### src/rtl/cfu_pkg.sv
// Shared definitions for the CFU issue path: state encoding and field widths.
package cfu_pkg;

    localparam int FUNCT3_W = 3;
    localparam int FUNCT7_W = 7;
    localparam int XLEN     = 32;
    localparam int REG_W    = 5;

    typedef enum logic [1:0] {
        ST_IDLE  = 2'd0,
        ST_ISSUE = 2'd1,
        ST_WAIT  = 2'd2,
        ST_RESP  = 2'd3
    } cfu_state_e;

endpackage

### src/rtl/cfu_wdog.sv
// Watchdog for the CFU wait phase. clr_i loads the budget, en_i counts it down,
// and expired_o goes high during the TIMEOUT_CYCLES-th enabled cycle after a clear.
// With TIMEOUT_CYCLES == 0 the watchdog is absent and never expires.
module cfu_wdog #(
    parameter int TIMEOUT_CYCLES = 1024
) (
    input  logic clk_i,
    input  logic rst_i,
    input  logic clr_i,
    input  logic en_i,
    output logic expired_o
);

    generate
        if (TIMEOUT_CYCLES == 0) begin : g_off
            logic unused_inputs;
            assign unused_inputs = ^{clk_i, rst_i, clr_i, en_i};
            assign expired_o     = 1'b0;
        end else begin : g_on
            localparam int CW = $clog2(TIMEOUT_CYCLES + 1);
            // Loading budget-1 makes the zero count coincide with the last allowed wait cycle.
            localparam logic [CW-1:0] LOAD_VAL = CW'(TIMEOUT_CYCLES - 1);

            logic [CW-1:0] cnt_q;

            // Load on clear, count down while enabled, hold at zero once expired.
            always_ff @(posedge clk_i) begin
                if (rst_i) begin
                    cnt_q <= '0;
                end else if (clr_i) begin
                    cnt_q <= LOAD_VAL;
                end else if (en_i && (cnt_q != '0)) begin
                    cnt_q <= cnt_q - 1'b1;
                end
            end

            assign expired_o = (cnt_q == '0);
        end
    endgenerate

endmodule

### src/rtl/cfu_issue.sv
// CPU-side initiator for the custom function unit port: issues one decoded
// instruction, waits out CFU stalls under a watchdog, and hands the result to
// writeback over a valid/ready handshake.
module cfu_issue
    import cfu_pkg::*;
#(
    parameter int TIMEOUT_CYCLES = 1024,
    parameter int CNT_W          = 32
) (
    input  logic                clk_i,
    input  logic                rst_i,
    input  logic                req_valid_i,
    output logic                req_ready_o,
    input  logic [FUNCT3_W-1:0] req_funct3_i,
    input  logic [FUNCT7_W-1:0] req_funct7_i,
    input  logic [XLEN-1:0]     req_src1_i,
    input  logic [XLEN-1:0]     req_src2_i,
    input  logic [REG_W-1:0]    req_rd_i,
    output logic                rsp_valid_o,
    input  logic                rsp_ready_i,
    output logic [XLEN-1:0]     rsp_rslt_o,
    output logic [REG_W-1:0]    rsp_rd_o,
    output logic                rsp_err_o,
    output logic                cfu_en_o,
    output logic [FUNCT3_W-1:0] cfu_funct3_o,
    output logic [FUNCT7_W-1:0] cfu_funct7_o,
    output logic [XLEN-1:0]     cfu_src1_o,
    output logic [XLEN-1:0]     cfu_src2_o,
    input  logic                cfu_stall_i,
    input  logic [XLEN-1:0]     cfu_rslt_i,
    output logic                busy_o,
    output logic [CNT_W-1:0]    busy_cycles_o
);

    cfu_state_e          state_q;
    logic                cfu_en_q;
    logic                rsp_valid_q;
    logic                rsp_err_q;
    logic [XLEN-1:0]     rsp_rslt_q;
    logic [REG_W-1:0]    rsp_rd_q;
    logic                busy_q;

    logic [FUNCT3_W-1:0] funct3_q;
    logic [FUNCT7_W-1:0] funct7_q;
    logic [XLEN-1:0]     src1_q;
    logic [XLEN-1:0]     src2_q;
    logic [REG_W-1:0]    rd_q;

    logic [CNT_W-1:0]    busy_cycles_q;
    logic [CNT_W-1:0]    busy_cycles_d;

    logic                accept;
    logic                wdog_expired;

    // Acceptance window: IDLE, or RESP while the current result drains. A CFU that
    // is still stalling (e.g. from an abandoned op) always blocks a new issue.
    always_comb begin
        req_ready_o = 1'b0;
        if (!rst_i) begin
            case (state_q)
                ST_IDLE: req_ready_o = !cfu_stall_i;
                ST_RESP: req_ready_o = rsp_ready_i && !cfu_stall_i;
                default: req_ready_o = 1'b0;
            endcase
        end
    end

    assign accept = req_valid_i && req_ready_o;

    cfu_wdog #(
        .TIMEOUT_CYCLES(TIMEOUT_CYCLES)
    ) u_wdog (
        .clk_i    (clk_i),
        .rst_i    (rst_i),
        .clr_i    (state_q == ST_ISSUE),
        .en_i     (state_q == ST_WAIT),
        .expired_o(wdog_expired)
    );

    // Request fields are captured on acceptance and held until the next one.
    always_ff @(posedge clk_i) begin
        if (rst_i) begin
            funct3_q <= '0;
            funct7_q <= '0;
            src1_q   <= '0;
            src2_q   <= '0;
            rd_q     <= '0;
        end else if (accept) begin
            funct3_q <= req_funct3_i;
            funct7_q <= req_funct7_i;
            src1_q   <= req_src1_i;
            src2_q   <= req_src2_i;
            rd_q     <= req_rd_i;
        end
    end

    // Control FSM with registered strobes and response registers.
    always_ff @(posedge clk_i) begin
        if (rst_i) begin
            state_q     <= ST_IDLE;
            cfu_en_q    <= 1'b0;
            rsp_valid_q <= 1'b0;
            rsp_err_q   <= 1'b0;
            rsp_rslt_q  <= '0;
            rsp_rd_q    <= '0;
            busy_q      <= 1'b0;
        end else begin
            cfu_en_q <= 1'b0;
            case (state_q)
                ST_IDLE: begin
                    if (accept) begin
                        state_q  <= ST_ISSUE;
                        cfu_en_q <= 1'b1;
                        busy_q   <= 1'b1;
                    end
                end
                ST_ISSUE: begin
                    if (!cfu_stall_i) begin
                        state_q     <= ST_RESP;
                        rsp_valid_q <= 1'b1;
                        rsp_rslt_q  <= cfu_rslt_i;
                        rsp_rd_q    <= rd_q;
                        rsp_err_q   <= 1'b0;
                    end else begin
                        state_q <= ST_WAIT;
                    end
                end
                ST_WAIT: begin
                    // A real result in the expiry cycle takes priority over the timeout.
                    if (!cfu_stall_i) begin
                        state_q     <= ST_RESP;
                        rsp_valid_q <= 1'b1;
                        rsp_rslt_q  <= cfu_rslt_i;
                        rsp_rd_q    <= rd_q;
                        rsp_err_q   <= 1'b0;
                    end else if (wdog_expired) begin
                        state_q     <= ST_RESP;
                        rsp_valid_q <= 1'b1;
                        rsp_rslt_q  <= '0;
                        rsp_rd_q    <= rd_q;
                        rsp_err_q   <= 1'b1;
                    end
                end
                ST_RESP: begin
                    if (rsp_ready_i) begin
                        rsp_valid_q <= 1'b0;
                        if (accept) begin
                            state_q  <= ST_ISSUE;
                            cfu_en_q <= 1'b1;
                        end else begin
                            state_q <= ST_IDLE;
                            busy_q  <= 1'b0;
                        end
                    end
                end
                default: state_q <= ST_IDLE;
            endcase
        end
    end

    // Saturating count of cycles spent waiting on a stalled CFU.
    always_comb begin
        busy_cycles_d = busy_cycles_q;
        if ((state_q == ST_WAIT) && (busy_cycles_q != {CNT_W{1'b1}})) begin
            busy_cycles_d = busy_cycles_q + 1'b1;
        end
    end

    // Performance counter register.
    always_ff @(posedge clk_i) begin
        if (rst_i) begin
            busy_cycles_q <= '0;
        end else begin
            busy_cycles_q <= busy_cycles_d;
        end
    end

    assign cfu_en_o      = cfu_en_q;
    assign cfu_funct3_o  = funct3_q;
    assign cfu_funct7_o  = funct7_q;
    assign cfu_src1_o    = src1_q;
    assign cfu_src2_o    = src2_q;
    assign rsp_valid_o   = rsp_valid_q;
    assign rsp_rslt_o    = rsp_rslt_q;
    assign rsp_rd_o      = rsp_rd_q;
    assign rsp_err_o     = rsp_err_q;
    assign busy_o        = busy_q;
    assign busy_cycles_o = busy_cycles_q;

endmodule

### config.mk
export PLATFORM = sky130hd
export DESIGN_NAME = cfu_issue
export DESIGN_NICKNAME = d
export VERILOG_FILES = /design/src/rtl/cfu_pkg.sv /design/src/rtl/cfu_wdog.sv /design/src/rtl/cfu_issue.sv
export SDC_FILE = /design/constraint.sdc
export NUM_CORES = 1
export LEC_CHECK = 0
export BUFFER_PORTS_ARGS = -buffer_cell sky130_fd_sc_hd__buf_2
export CAP_MARGIN = 5
export CORE_MARGIN = 5
export CORE_UTILIZATION = 44
export CTS_CLUSTER_DIAMETER = 120
export DETAILED_ROUTE_END_ITERATION = 12
export PLACE_DENSITY = 0.77
export SYNTH_ARGS = -nofsm -noshare
export SYNTH_HDL_FRONTEND = slang
export SYNTH_SLANG_ARGS = --single-unit
export TNS_END_PERCENT = 5
### constraint.sdc
create_clock -name clk_i -period 2 [get_ports clk_i]
set_input_delay 0.3 -clock clk_i [delete_from_list [all_inputs] [get_ports clk_i]]
set_output_delay 0.3 -clock clk_i [all_outputs]
set_load 0.1 [all_outputs]
* Word level (Yosys, flattened, before mapping) *
Index checks and enable logic that the tools add are counted.

word-level totals
  word-level logic and storage cells = 77
  flip-flop bits (word level) = 165
  bits of input ports = 116

operators by class
  $add $sub $neg = 2
  reductions and logical operators = 17
  muxes and demuxes = 34
  equal/unequal tests = 9

operators by type and width
  cell                   number
  $mux 32                3
  $pmux 32 s2            1
  $add 32x1->32 const B  1
  $ne 32x32->1 const B   1
  $mux 10                2
  $mux 5                 3
  $mux 1                 14
  $logic_not 11->1       1
  $reduce_bool 11->1     1
  $sub 11x1->11 const B  1
  $pmux 5 s2             1
  $mux 2                 4
  $ne 2x2->1 const B     4
  $pmux 1 s2             4
  $pmux 2 s4             1
  $reduce_and 4->1       2
  $reduce_and 3->1       2
  $reduce_bool 2->1      3
  $eq 2x2->1 const B     2
  $logic_and 1x1->1      4
  $ne 3x3->1 const B     1
  $pmux 1 s3             1
  $reduce_bool 3->1      1
  $eq 2x1->1 const B     1
  3 further kinds        3

* Longest topological paths before layout *
  depth after elaboration = 8
  depth in mapped cells = 10
  depth with buffers taken out = 7

* Hierarchy *
A second synthesis with hierarchy kept.

unflattened totals
  cell total of the unflattened synthesis = 757
  area total of the unflattened synthesis = 6,401.1 um2

by module, submodules not included
  module     sequential area each (um2)  cells an instance  times used  area each (um2)
  cfu_issue  3,083.0                     692                1           5,809.3
  cfu_wdog   220.2                       65                 1           591.8

* Worst setup path after synthesis *
Ideal clock, no wire load.

  path kind = register to register
  start point = register busy_cycles_q[0] (netlist: busy_cycles_o[0])
  end point = register busy_cycles_q[26] (netlist: busy_cycles_o[26])
  path buffers = 2
  arrival = 2.605 ns
  data required time = 1.930 ns
  library setup time = 0.070 ns
  stages on the path, launching flop included = 9
  slack = -0.675 ns
  clock period less this slack = 2.675 ns
  cells stage by stage = dfxtp_1 -> ha_1 -> and4_1 -> buf_6 -> and3_1 -> buf_6 -> nand3_4 -> or4_1 -> a21oi_1

on the way
  longest elaborated chain between the ends = 2
  elaborated cells on any way between the ends = 3
  classes of those cells = add/sub (1); eq/ne (1); reduce/logical (1)

RTL lines
  what                                                                   line              text
  start: declaration                                                     cfu_issue.sv:49   logic [CNT_W-1:0] busy_cycles_q;
  start signal: assignment                                               cfu_issue.sv:174  busy_cycles_q <= busy_cycles_d;
  parallel branches: the longest is 2 deep, another holds $add 32x1->32  n/a

Several ways; the timed one is not identified.
A chain may end at the register's enable or synchronous reset.

* Worst setup path after layout *
  start point = register busy_cycles_q[1] (netlist: busy_cycles_o[1])
  end point = register busy_cycles_q[19] (netlist: busy_cycles_o[19])

The elaborated chain is that of the path after synthesis.

==> impl_metrics.toml <==
[status]
status = "finished clean"

[sta]
timing_max_transition_violations_final = 0
finalHoldViolations = 0
setup_viol = 0
clock.fmax_mhz = 512
skew_ns = 0.00768
slew_headroom = 0.480
unrepaired_setup_endpoints_after_global_routing = "yes"
layout_worst_path_cycle_share = 0.976
max_slew.worst_pin.slew_ns = 0.781
period_minus_slack_ns = 1.95

[detailed_routing]
first_pass_iters = 5
drc = 0
vias = 6706
drt_wl_total_mm = 20.0
drt-wirelength-per-cell_um = 15.7
antenna_left = 0
first_iter_violations = 418
routed_via_density = 5.25

[worst_setup_path]
worstPathMaxFanout = 10
critical_path.startpoint_type = "flop"
setup.worst_path.end_class = "flop"
worstPathArrival_ns = 2.29
timing_worst_setup_path_type = "flop to flop"
critical_path_required_ns = 2.34

[place]
post-dp-hpwl_mm = 13.5
detailed_place.area_mm2 = 0.00837
io_buffers = 263
gp_routability_congestion = 0.864

[logic_synthesis]
synth_area_mm2 = 0.00673
asyncSetResetFlopFracSynth = 0
yosys.area.top_type_share = 0.491
synth-main-ff-cell = "sky130_fd_sc_hd__dfxtp_1"
ys_warn_count = 0
mean_instance_size_in_the_synthesized_netlist_um2 = 8.23
netlist_instances = 817
synth-seq-area-share = 0.491
yosysUniqueCellTypes = 53
post_synth_main_area_contributors = "sky130_fd_sc_hd__dfxtp_1 (49%), sky130_fd_sc_hd__nand2_1 (12%), sky130_fd_sc_hd__a21oi_1 (10%)"
synth_edf_count = 0
yosys_register_bits = 165
post-synth-top-area-cell = "sky130_fd_sc_hd__dfxtp_1"
postSynthNetCount = 941

[power]
ir_worst_vdd_uv = 907
pwr-share-clk = 0.267
switching_share = 0.443
internal-power_mw = 6.89
total_leakage_power_nw = 3.92
combinationalPowerShare = 0.410
p_sw_mw = 5.47
sequentialPowerShare = 0.324
power_per_standard_cell_area_mw_per_mm2 = 1340
post-layout-total-power_mw = 12.4

[flow_run]
drv_cap = 0

[layout]
most-common-layout-cells = "sky130_fd_sc_hd__buf_2 (261), sky130_fd_sc_hd__nand2_1 (214), sky130_fd_sc_hd__a21oi_1 (134)"
summed_area_of_non_filler_cells_in_the_final_layout_mm2 = 0.00919
final_common_cell = "sky130_fd_sc_hd__buf_2"
syn_to_final_growth_pct = 36.6
fraction_of_layout_cells_with_a_size_suffix_above_1 = 0.367
final_net_count = 1200
diodes = 0

[cts]
clkTransAtPathRegs_ns = 0.07
cts_htree_levels = 4
root_buffer = "sky130_fd_sc_hd__clkbuf_16"
worstSkewPairLatency_ns = 0.42
clock-sinks = 165
clock_buffers_created_by_tritoncts = 17
clock_path_buffers = 2
tritoncts_clock_tree = "built"

[floorplanning]
start_util = 0.446
fp.dieH_um = 134
fp.dieW_um = 134
rows = 45
design.die.area_mm2 = 0.0179
boundaryPins = 264
fp.coreArea_mm2 = 0.0151

[global_route]
grt_max_degree = 166
grt_pass1_vias = 5989
overflow = 0
grtUsageTotal = 0.204
antenna_found_initial = 2
first_pass_grt_wire_length_mm = 30.1

[min_path]
worst_hold_path_type = "input port to flop"
==> cells by family (layout without fill, tap and decap cells) <==
kind of cell               after synthesis  in the layout  share of synthesized area
buffers and inverters                   75            346                     0.0556
and+or+nand+nor                        352            353                      0.241
adders and majority gates                8              8                     0.0149
xor gates and xnor gates                21             21                     0.0273
muxes                                    3              3                    0.00465
DFF                                    165            165                      0.491
AOI/OAI and AO/OA                      193            193                      0.166
==> final cells by class <==
| type | count | area, um^2 |
|---|---|---|
| Clock buffer | 18 | 429 |
| Clock inverter | 14 | 164 |
| Fill cell | 1323 | 5900 |
| Inverter | 13 | 48.8 |
| Multi-Input combinational cell | 578 | 3170 |
| Sequential cell | 165 | 3380 |
| Tap cell | 188 | 235 |
| Timing Repair Buffer | 301 | 1760 |
==> sequential cells by signal (all words and copies together), names as in the netlist <==
signal / cells
u_wdog.g_on.cnt_q: 11
rsp_valid_o: 1
rsp_err_o: 1
rsp_rd_o: 5
state_q: 2
cfu_funct3_o: 3
rd_q: 5
rsp_rslt_o: 32
busy_cycles_o: 32
cfu_en_o: 1
cfu_funct7_o: 7
busy_o: 1
cfu_src1_o: 32
cfu_src2_o: 32
==> per-stage QoR <==
| stage | hold WS [ns] | instances | util | setup TNS, ns | worst slack, ns |
|---|---|---|---|---|---|
| floorplan | 0.432 | 817 | - | -1.86 | -0.0983 |
| finish | 0.112 | 1277 | 0.609 | 0 | 0.0480 |
| global placement | 0.436 | 1237 | 0.555 | 0 | 0.0107 |
| detailed placement | 0.440 | 1237 | 0.555 | -0.250 | -0.0815 |
| global route | 0.0946 | 1277 | 0.609 | -0.388 | -0.0571 |
| CTS | 0.0953 | 1269 | 0.595 | -0.00360 | -0.00360 |
==> power by group through the flow <==
stage	combinational (mW)	clock, mW	sequential, mW
2_1_floorplan	1.51	0	6.24
3_5_place_dp	4.71	0	4.05
5_1_grt	5.36	3.53	4.05
6_report	5.07	3.30	4.00
4_1_cts	4.75	3.37	3.99
3_3_place_gp	4.66	0	4.03
==> Yosys cell counts, types with 2 or more instances <==
master / number
sky130_fd_sc_hd__a211oi_1: 11
sky130_fd_sc_hd__a21oi_1: 139
sky130_fd_sc_hd__a311oi_1: 2
sky130_fd_sc_hd__a31oi_1: 9
sky130_fd_sc_hd__and2_1: 6
sky130_fd_sc_hd__and3_1: 9
sky130_fd_sc_hd__and4_1: 6
sky130_fd_sc_hd__and4_4: 2
sky130_fd_sc_hd__buf_2: 11
sky130_fd_sc_hd__buf_4: 3
sky130_fd_sc_hd__buf_6: 9
sky130_fd_sc_hd__clkbuf_1: 39
sky130_fd_sc_hd__dfxtp_1: 165
sky130_fd_sc_hd__ha_1: 8
sky130_fd_sc_hd__inv_1: 12
sky130_fd_sc_hd__mux2i_1: 2
sky130_fd_sc_hd__nand2_1: 214
sky130_fd_sc_hd__nand3_1: 44
sky130_fd_sc_hd__nand4_1: 12
sky130_fd_sc_hd__nor2_1: 28
sky130_fd_sc_hd__nor2b_1: 3
sky130_fd_sc_hd__nor3_1: 6
sky130_fd_sc_hd__o21a_1: 3
sky130_fd_sc_hd__o21ai_0: 7
sky130_fd_sc_hd__o311ai_0: 2
sky130_fd_sc_hd__o31ai_1: 8
sky130_fd_sc_hd__or3_1: 6
sky130_fd_sc_hd__or4_1: 7
sky130_fd_sc_hd__xnor2_1: 14
sky130_fd_sc_hd__xor2_1: 7
==> final timing paths <==
path,startpoint,to,slack [ns],cells after the start
max,busy_cycles_o[1],busy_cycles_o[19],0.05,6
min,req_src2_i[16],cfu_src2_o[16],0.11,3
max reg2reg,busy_cycles_o[1],busy_cycles_o[19],0.05,6
min reg2reg,rd_q[4],rsp_rd_o[4],0.44,2
==> critical path, stage by stage (launching register included) <==
cell,delay [ns]
sky130_fd_sc_hd__dfxtp_4,0.36
sky130_fd_sc_hd__ha_4,0.16
sky130_fd_sc_hd__and4_1,0.25
sky130_fd_sc_hd__and3_2,0.26
sky130_fd_sc_hd__and3_4,0.23
sky130_fd_sc_hd__or4_1,0.47
sky130_fd_sc_hd__a21oi_1,0.14
==> routing by layer <==
| layer | up-vias | share of wire | global-route usage |
|---|---|---|---|
| li1 | 3330 | - | - |
| met1 | 3065 | 0.42 | 0.259 |
| met2 | 268 | 0.47 | 0.330 |
| met3 | 39 | 0.081 | 0.0706 |
| met4 | 4 | 0.021 | 0.0594 |
| met5 | - | 0.0017 | 0 |
==> repair_timing <==
action | CTS | global route
resized for setup | 4 | 27
hold buffers | 0 | 0
pin swaps | 1 | 16
setup endpoints to repair | 34 | 113
buffers inserted | 0 | 4
cloned | 0 | 4
Power figures use the tool's default switching activity.
